## src/rtl/hazard_forward_unit.sv

```systemverilog
// hazard_forward_unit: stall and forwarding control for the 5-stage MIPS pipeline.
//
// This block tracks the destination register and result latency (Tnew) of each
// instruction in the E, M and W stages. It compares them against the operand
// needs (Tuse) of the instructions in D and E. From that comparison it produces
// the stall request and the select codes for the forwarding MUXes.
//
// Ports
//   clk        : system clock, rising edge
//   reset      : asynchronous active-low reset, clears all stage state
//   d_rs/d_rt  : source registers of the instruction in D
//   d_tuse_rs  : cycles until D needs rs (3 = operand not used)
//   d_tuse_rt  : cycles until D needs rt (3 = operand not used)
//   d_a3       : destination register of the instruction in D (0 = no write)
//   d_tnew     : cycles after E entry until the D instruction's result exists
//   stall      : freeze PC/D and inject a bubble into E
//   fwd_d_rs   : D-stage rs forward select
//   fwd_d_rt   : D-stage rt forward select
//   fwd_e_rs   : E-stage rs forward select
//   fwd_e_rt   : E-stage rt forward select
//                (all selects: 00 none, 01 M, 10 W, 11 E)
//   e_a3       : tracked destination register in E
//   m_a3       : tracked destination register in M
//   w_a3       : tracked destination register in W

module hazard_forward_unit #(
  parameter int unsigned REG_W = 5,
  parameter int unsigned T_W   = 2
) (
  input  logic             clk,
  input  logic             reset,
  input  logic [REG_W-1:0] d_rs,
  input  logic [REG_W-1:0] d_rt,
  input  logic [T_W-1:0]   d_tuse_rs,
  input  logic [T_W-1:0]   d_tuse_rt,
  input  logic [REG_W-1:0] d_a3,
  input  logic [T_W-1:0]   d_tnew,
  output logic             stall,
  output logic [1:0]       fwd_d_rs,
  output logic [1:0]       fwd_d_rt,
  output logic [1:0]       fwd_e_rs,
  output logic [1:0]       fwd_e_rt,
  output logic [REG_W-1:0] e_a3,
  output logic [REG_W-1:0] m_a3,
  output logic [REG_W-1:0] w_a3
);

  localparam logic [1:0] FwdNone = 2'b00;
  localparam logic [1:0] FwdM    = 2'b01;
  localparam logic [1:0] FwdW    = 2'b10;
  localparam logic [1:0] FwdE    = 2'b11;

  // An all-ones Tuse marks an operand that is never read.
  localparam logic [T_W-1:0] TuseNone = {T_W{1'b1}};
  localparam logic [T_W-1:0] TnewOne  = T_W'(1);

  // Stage state
  logic [REG_W-1:0] e_a3_q, e_rs_q, e_rt_q;
  logic [T_W-1:0]   e_tnew_q, e_tuse_rs_q, e_tuse_rt_q;
  logic [REG_W-1:0] m_a3_q;
  logic [T_W-1:0]   m_tnew_q;
  logic [REG_W-1:0] w_a3_q;
  logic [T_W-1:0]   w_tnew_q;

  // Tnew counts down once per stage and saturates at zero.
  function automatic logic [T_W-1:0] tnew_dec(input logic [T_W-1:0] t);
    return (t == '0) ? '0 : (t - TnewOne);
  endfunction

  // Register $0 is hard-wired, so it never matches a producer.
  function automatic logic reg_match(input logic [REG_W-1:0] src,
                                     input logic [REG_W-1:0] dst);
    return (src != '0) && (src == dst);
  endfunction

  // Stall when the nearest producer of src cannot deliver by the time it is used.
  // W always has its result ready, so only E and M are considered.
  function automatic logic operand_stall(input logic [REG_W-1:0] src,
                                         input logic [T_W-1:0]   tuse,
                                         input logic [REG_W-1:0] ea3,
                                         input logic [T_W-1:0]   etnew,
                                         input logic [REG_W-1:0] ma3,
                                         input logic [T_W-1:0]   mtnew);
    logic s;
    s = 1'b0;
    if (tuse != TuseNone) begin
      if (reg_match(src, ea3) && (etnew > tuse)) s = 1'b1;
      if (reg_match(src, ma3) && (mtnew > tuse)) s = 1'b1;
    end
    return s;
  endfunction

  // D-stage select: only the youngest matching stage is considered. A producer
  // that is not ready yet yields "no forward", and the stall logic covers it.
  function automatic logic [1:0] fwd_d_sel(input logic [REG_W-1:0] src,
                                           input logic [REG_W-1:0] ea3,
                                           input logic [T_W-1:0]   etnew,
                                           input logic [REG_W-1:0] ma3,
                                           input logic [T_W-1:0]   mtnew,
                                           input logic [REG_W-1:0] wa3);
    logic [1:0] sel;
    if (reg_match(src, ea3)) begin
      sel = (etnew == '0) ? FwdE : FwdNone;
    end else if (reg_match(src, ma3)) begin
      sel = (mtnew == '0) ? FwdM : FwdNone;
    end else if (reg_match(src, wa3)) begin
      sel = FwdW;
    end else begin
      sel = FwdNone;
    end
    return sel;
  endfunction

  // E-stage select: the producers are in M and W only.
  function automatic logic [1:0] fwd_e_sel(input logic [REG_W-1:0] src,
                                           input logic [REG_W-1:0] ma3,
                                           input logic [T_W-1:0]   mtnew,
                                           input logic [REG_W-1:0] wa3);
    logic [1:0] sel;
    if (reg_match(src, ma3)) begin
      sel = (mtnew == '0) ? FwdM : FwdNone;
    end else if (reg_match(src, wa3)) begin
      sel = FwdW;
    end else begin
      sel = FwdNone;
    end
    return sel;
  endfunction

  logic rs_stall, rt_stall;

  always_comb begin
    rs_stall = operand_stall(d_rs, d_tuse_rs, e_a3_q, e_tnew_q, m_a3_q, m_tnew_q);
    rt_stall = operand_stall(d_rt, d_tuse_rt, e_a3_q, e_tnew_q, m_a3_q, m_tnew_q);
    stall    = rs_stall | rt_stall;

    fwd_d_rs = fwd_d_sel(d_rs, e_a3_q, e_tnew_q, m_a3_q, m_tnew_q, w_a3_q);
    fwd_d_rt = fwd_d_sel(d_rt, e_a3_q, e_tnew_q, m_a3_q, m_tnew_q, w_a3_q);
    fwd_e_rs = fwd_e_sel(e_rs_q, m_a3_q, m_tnew_q, w_a3_q);
    fwd_e_rt = fwd_e_sel(e_rt_q, m_a3_q, m_tnew_q, w_a3_q);
  end

  always_ff @(posedge clk or negedge reset) begin
    if (!reset) begin
      e_a3_q      <= '0;
      e_rs_q      <= '0;
      e_rt_q      <= '0;
      e_tnew_q    <= '0;
      e_tuse_rs_q <= '0;
      e_tuse_rt_q <= '0;
      m_a3_q      <= '0;
      m_tnew_q    <= '0;
      w_a3_q      <= '0;
      w_tnew_q    <= '0;
    end else begin
      w_a3_q   <= m_a3_q;
      w_tnew_q <= tnew_dec(m_tnew_q);
      m_a3_q   <= e_a3_q;
      m_tnew_q <= tnew_dec(e_tnew_q);
      if (stall) begin
        // A bubble writes nothing and reads nothing.
        e_a3_q      <= '0;
        e_rs_q      <= '0;
        e_rt_q      <= '0;
        e_tnew_q    <= '0;
        e_tuse_rs_q <= TuseNone;
        e_tuse_rt_q <= TuseNone;
      end else begin
        e_a3_q      <= d_a3;
        e_rs_q      <= d_rs;
        e_rt_q      <= d_rt;
        e_tnew_q    <= d_tnew;
        e_tuse_rs_q <= d_tuse_rs;
        e_tuse_rt_q <= d_tuse_rt;
      end
    end
  end

  assign e_a3 = e_a3_q;
  assign m_a3 = m_a3_q;
  assign w_a3 = w_a3_q;

endmodule

```

## config.mk

```make
export PLATFORM = sky130hd
export DESIGN_NAME = hazard_forward_unit
export DESIGN_NICKNAME = d
export VERILOG_FILES = /design/src/rtl/hazard_forward_unit.sv
export SDC_FILE = /design/constraint.sdc
export NUM_CORES = 1
export LEC_CHECK = 0
export ABC_AREA = 1
export CORE_UTILIZATION = 47
export CTS_BUF_LIST = sky130_fd_sc_hd__clkbuf_8
export CTS_CLUSTER_SIZE = 12
export DETAILED_ROUTE_END_ITERATION = 6
export HOLD_SLACK_MARGIN = 0.12
export PLACE_DENSITY = 0.85
export SLEW_MARGIN = 20
export SYNTH_ARGS = -nofsm -noshare
export SYNTH_HDL_FRONTEND = slang
export SYNTH_SLANG_ARGS = --single-unit
```

## constraint.sdc

```tcl
create_clock -name clk -period 1.5 [get_ports clk]
set_clock_uncertainty 0.1 [all_clocks]
set_input_delay 0.15 -clock clk [delete_from_list [all_inputs] [get_ports clk]]
set_output_delay 0.15 -clock clk [all_outputs]
set_load 0.01 [all_outputs]
```

==> results of run 1 <==
## final cells by class
cell class	count	area (sq um)	area share (%)
clock buffers	6	82.6	2.57
well taps	50	62.6	1.95
repair buffers	97	841	26.2
clock inverters	1	3.75	0.117
multi-input cells	178	1350	42.0
inverters	35	131	4.09
flip-flops and latches	29	741	23.1
## final timing paths
path / slack (ps) / start / depth (start not counted) / endpoint
worst max-delay path: -410 / m_tnew_q[1] / 4 / fwd_e_rs[0]
worst min-delay path: 150 / reset / 2 / m_tnew_q[0]
worst max register to register: -270 / e_tnew_q[1] / 10 / e_rs_q[3]
worst min register to register: 450 / m_a3[3] / 0 / w_a3[3]
max in group asynchronous: 850 / reset / 2 / w_a3[2]
min in group clk: 270 / d_tnew[1] / 3 / e_tnew_q[1]
## placed cells by master (no fill, tap or decap), drive strengths merged, types with 12 or more instances in the layout
| cell | Yosys | final |
|---|---|---|
| dlygate4sd2 | 0 | 16 |
| nand2 | 57 | 57 |
| xnor2 | 33 | 33 |
| nand3 | 14 | 14 |
| clkdlybuf4s50 | 0 | 12 |
| buf | 2 | 60 |
| dfrtp | 29 | 29 |
| nor2 | 36 | 36 |
| inv | 35 | 36 |
## critical path: cells and delay by family, from the launching register on
family        cells  cell delay [ps]
buf+inv           2              340
flops             1              450
simple gates      2              590
## repair_timing
action                     CTS  global route
buffers inserted            20             2
cloned                       1             0
setup endpoints to repair   41            33
resized for setup          110            34
pin swaps                   28            12
## cells in the mapped netlist
cell | number | share of area, %
a21oi_1 | 8 | 2.0
buf_12 | 1 | 1.0
buf_6 | 1 | 0.56
clkbuf_1 | 2 | 0.37
clkbuf_2 | 2 | 0.50
dfrtp_1 | 29 | 36
ha_1 | 8 | 5.0
inv_1 | 31 | 5.8
inv_2 | 4 | 0.75
nand2_1 | 53 | 9.9
nand2_2 | 3 | 0.94
nand2_4 | 1 | 0.56
nand3_1 | 12 | 3.0
nand3_2 | 2 | 1.0
nand4_1 | 2 | 0.62
nor2_1 | 21 | 3.9
nor2_2 | 6 | 1.9
nor2_4 | 9 | 5.1
nor3_1 | 6 | 1.5
nor4_1 | 2 | 0.62
o21ai_0 | 4 | 1.0
xnor2_1 | 33 | 14
xor2_1 | 8 | 3.5
## cells by family after synthesis
logic type | synth area share (%)
XOR/XNOR | 17.9
flip-flops | 36.2
buffers and inverters | 8.98
adder cells (fa/ha/maj) | 4.99
AND/OR/NAND/NOR | 29.0
AO/OA/AOI/OAI | 2.99
## sequential cells by signal, indices dropped and copies added, names as in the netlist
signal    count
e_a3          5
e_rs_q        5
e_rt_q        5
e_tnew_q      2
m_a3          5
m_tnew_q      2
w_a3          5
## stage by stage
stage          TNS (ps)  instances  cell area, sq um
2_1_floorplan      -810        248              2030
3_3_place_gp     -16070        366              2700
3_5_place_dp     -16960        366              2700
4_1_cts           -7650        394              3060
5_1_grt           -9810        396              3210
6_report          -7800        396              3210
## power breakdown
group          leakage (nW)  internal, mW  switching, mW  total, mW
logic                  1.18         0.430          0.407      0.837
registers             0.330         0.843         0.0879      0.931
clock network        0.0485         0.356          0.294      0.650
total                  1.55          1.63          0.789       2.42
## metal layers
metal  track usage [%]  vias up  part of all wire [%]
li1                  -      955                     -
met1              32.5      946                    39
met2              48.1      119                    48
met3              8.61       27                   8.1
met4              16.5        0                   4.7
met5                 0        -                     0
==> results.yml, run 1 <==
outcome:
  violations: "negative setup slack"
  run_status: "finished with violations"
pwr:
  power_mw: 2.42
  irDropWorstVdd_uv: 623
  power.density_nw_per_um2: 753
  leakage_nw: 1.55
timing:
  worst_hold_slack_ps: 151
  final-hold-violation-count: 0
  worst_pin_slew_ps: 379
  max-slew-margin-rel_pct: 74.6
  clock.fmax_mhz: 523
  rsz0062_at_grt: "yes"
  fin_crit_sh_pct: 127
  finalWorstSetupSlack_ps: -411
  slew_violations: 0
  setup_violations: 26
  fin_crit_ps: 1910
clock_network:
  cts_made_buffers: 5
  cts_sinks: 29
  cts_hold_buf: 0
  root_buffer: "clkbuf_8"
  h-tree-depth: 2
  cts.path.max_buffers: 2
  cts_tree: "done"
  clk_latency_ps: 290
  cts.clk_slew.worst_paths_ps: 60
critical_path:
  max_stage_delay_ps: 450
  cpMaxStageDelayCell: "dfrtp_2"
  cp-end-kind: "primary output"
  required_ps: 1250
  path_max_fanout: 3
  crit_chain: "nor2_1 > inv_1 > nor3_2 > buf_2"
  critPathKind: "flip-flop to primary output"
  worstPathArrival_ps: 1660
  start_kind: "flip-flop"
synthesis:
  synthDistinctLibCells: 23
  synth_area_per_cell_sq_um: 8.09
  synth.cell_area_sq_um: 2010
  synth_cells: 248
  synth_seq_cells: 29
  yosysSeqAreaShare_pct: 36.2
  yosysWarnings: 0
  syn_nets: 279
routing:
  vias: 2047
  drt_pre_antenna_iters: 5
  ant_nets: 0
  vias_per_cell: 5.17
  drcViolationCount: 0
  drt_iter0_markers: 137
  wirelength_microns: 6320
  wl_per_cell_microns: 16.0
cells_and_area:
  final_core_util_pct: 79.2
  final_nets: 377
  fillers: 234
  n_antenna_cell: 0
  drive_above_1_share_pct: 41.9
  synthToLayoutAreaGrowth_pct: 60.0
placed_design:
  hpwl_microns: 3760
  portBuffers: 46
  pre_cts_ws_ps: -854
  place_congestion: 0.964
grt:
  grt_antenna_before_repair: 0
  grt_pass1_wl_microns: 9230
  first_global_vias: 2003
  globalRoute.totalOverflow: 0
  grt_use_total_pct: 28.8
  grt_max_degree: 30
die:
  coreArea_sq_um: 4060
  rows: 23
  initial_utilization_pct: 49.5
  die_width_microns: 67.3
  fp.dieH_microns: 67.3
  ios: 47
  die_area_sq_um: 4540
worst_hold_path:
  hold_path.class: "input pin to asynchronous set/reset pin"
flow_run:
  max_cap_viol_count: 0
(Power assumes the default switching activity.)
==> inputs of run 2 (changes only) <==
==> constraint.sdc (replaced) <==
create_clock -name clk -period 1.7 [get_ports clk]
set_clock_uncertainty 0.1 [all_clocks]
set_input_delay 0.17 -clock clk [delete_from_list [all_inputs] [get_ports clk]]
set_output_delay 0.17 -clock clk [all_outputs]
set_load 0.01 [all_outputs]
==> run 2 against run 1 <==
Against the previous run:
- the run still ends with negative setup slack left
- worst setup slack improved by 150 ps
- die area stayed put
- wire length grew 11%
- non-clock buffer count grew 8
- first-iteration DRC count increased by 12%
- worst hold slack lost 3.6 ps
- largest cell class unchanged
==> results.yml, run 2 (same netlist as run 1, synthesis figures left out) <==
pwr:
  power.density_nw_per_um2: 709
  leakage_nw: 1.62
  irDropWorstVdd_uv: 745
  power_mw: 2.36
cells_and_area:
  final_nets: 385
  fin_area_sq_um: 3330
  n_antenna_cell: 0
  fillers: 229
  drive_above_1_share_pct: 43.9
  synthToLayoutAreaGrowth_pct: 66.1
  final_core_util_pct: 82.1
  final_cell_mix: "nand2_1 (48), buf_4 (48), inv_1 (29), xnor2_1 (22), clkdlybuf4s50_1 (21)"
die:
  coreArea_sq_um: 4060
  die_width_microns: 67.3
  fp.dieH_microns: 67.3
  die_area_sq_um: 4540
  ios: 47
  initial_utilization_pct: 49.5
  rows: 23
placed_design:
  hpwl_microns: 3750
  portBuffers: 46
  dpl_cell_area_sq_um: 2740
  pre_cts_ws_ps: -616
  place_congestion: 1.01
grt:
  globalRoute.totalOverflow: 0
  grt_max_degree: 30
  grt_use_total_pct: 27.8
  grt_antenna_before_repair: 0
  first_global_vias: 1964
  grt_pass1_wl_microns: 9050
flow_run:
  max_cap_viol_count: 0
critical_path:
  crit_chain: "buf_4 > nand2_1 > nand2_1 > nand2_2 > nor2_4 > nand2_1 > nand2_1 > o21ai_1 > buf_2"
  cp-startpoint: "e_a3[4]"
  worstPathArrival_ps: 1690
  required_ps: 1430
  cpMostUsedCell: "nand2_1"
  rr_startpoint: "m_a3[3]"
  critPathKind: "flip-flop to primary output"
  cpMaxStageDelayCell: "dfrtp_1"
  reg2reg_depth: 11
  r2r-end: "e_rs_q[3]"
  crit_buf_inv: 2
  crit_family: "simple AND/OR/NAND/NOR gates"
  max_stage_delay_ps: 410
  r2r_slack_ps: -140
  start_kind: "flip-flop"
  path_max_fanout: 3
  cp-end-kind: "primary output"
clock_network:
  cts.clk_slew.worst_paths_ps: 70
  cts_hold_buf: 0
  root_buffer: "clkbuf_8"
  cts.path.max_buffers: 2
  cts_tree: "done"
  cts_sinks: 29
  cts_made_buffers: 5
  clk_latency_ps: 290
  h-tree-depth: 2
timing:
  finalWorstSetupSlack_ps: -261
  setup_violations: 26
  worst_pin_slew_ps: 364
  max-slew-margin-rel_pct: 75.7
  fin_crit_ps: 1960
  slew_violations: 0
  setup_tns_ps: -3990
  final-hold-violation-count: 0
  rsz0062_at_grt: "yes"
  fin_crit_sh_pct: 115
  clock.fmax_mhz: 510
routing:
  wl_per_cell_microns: 17.4
  drt_iter0_markers: 153
  ant_nets: 0
  wirelength_microns: 7050
  vias: 2117
  drt_pre_antenna_iters: 4
  drcViolationCount: 0
  vias_per_cell: 5.23
outcome:
  run_status: "finished with violations"
  violations: "negative setup slack"
worst_hold_path:
  hold_path.class: "input pin to asynchronous set/reset pin"
run 2: cell count changes in the layout (fill, tap and decap cells not counted), sizes merged, moves of 4 or more:
cell and delta:
clkdlybuf4s50 +9, buf +7, clkdlybuf4s15 -7, dlygate4sd2 -4, dlymetal6s2s +4
run 2: worst max path at each step:
| stage | to | depth (start not counted) |
|---|---|---|
| global placement | stall | 10 |
| finish | fwd_d_rs[0] | 9 |
| detailed placement | stall | 10 |
| floorplan | stall | 9 |
| global route | fwd_d_rs[0] | 9 |
| CTS | fwd_e_rt[1] | 7 |
run 2: what timing repair did:
| item | 4_1_cts | 5_1_grt |
|---|---|---|
| buffers inserted | 15 | 8 |
| cloned | 1 | 1 |
| pin swaps | 32 | 28 |
| setup endpoints to repair | 32 | 28 |
| gates resized for setup | 92 | 34 |
run 2: power breakdown:
part           switching, mW  total [mW]  internal, mW
sequential            0.0866       0.830         0.744
combinational          0.368       0.774         0.407
clock                  0.284       0.760         0.476
total                  0.738        2.36          1.63
run 2: metal layers:
metal  vias to the layer above  wire length, microns  global-route usage, %
met2                       107                  3510                   47.8
met4                         0                   358                   11.7
li1                        975                     -                      -
met1                       999                  2730                   33.7
met5                         -                     0                      0
met3                        36                   451                   5.57
run 2: cell type report:
class	count	area, sq um	share of cell area, %
clock buffer	6	82.6	2.48
multi-input combinational	178	1340	40.1
tap	50	62.6	1.88
clock inverter	2	37.5	1.13
sequential	29	742	22.3
inverter	35	131	3.94
timing repair buffer	105	940	28.2
run 2: worst reg2reg max path: stages, from the launching register on:
cell	delay, ps
dfrtp_2	470
buf_6	150
xnor2_2	130
o21ai_1	120
inv_1	120
nand3_2	80
nand2_1	80
nand2_2	60
nand2_4	90
buf_6	150
buf_16	170
nor2_4	40
run 2: stage by stage:
step           cells  hold WS (ps)
3_5_place_dp     373           334
3_3_place_gp     373           336
4_1_cts          396           177
6_report         405           148
5_1_grt          405           192
2_1_floorplan    248          -226
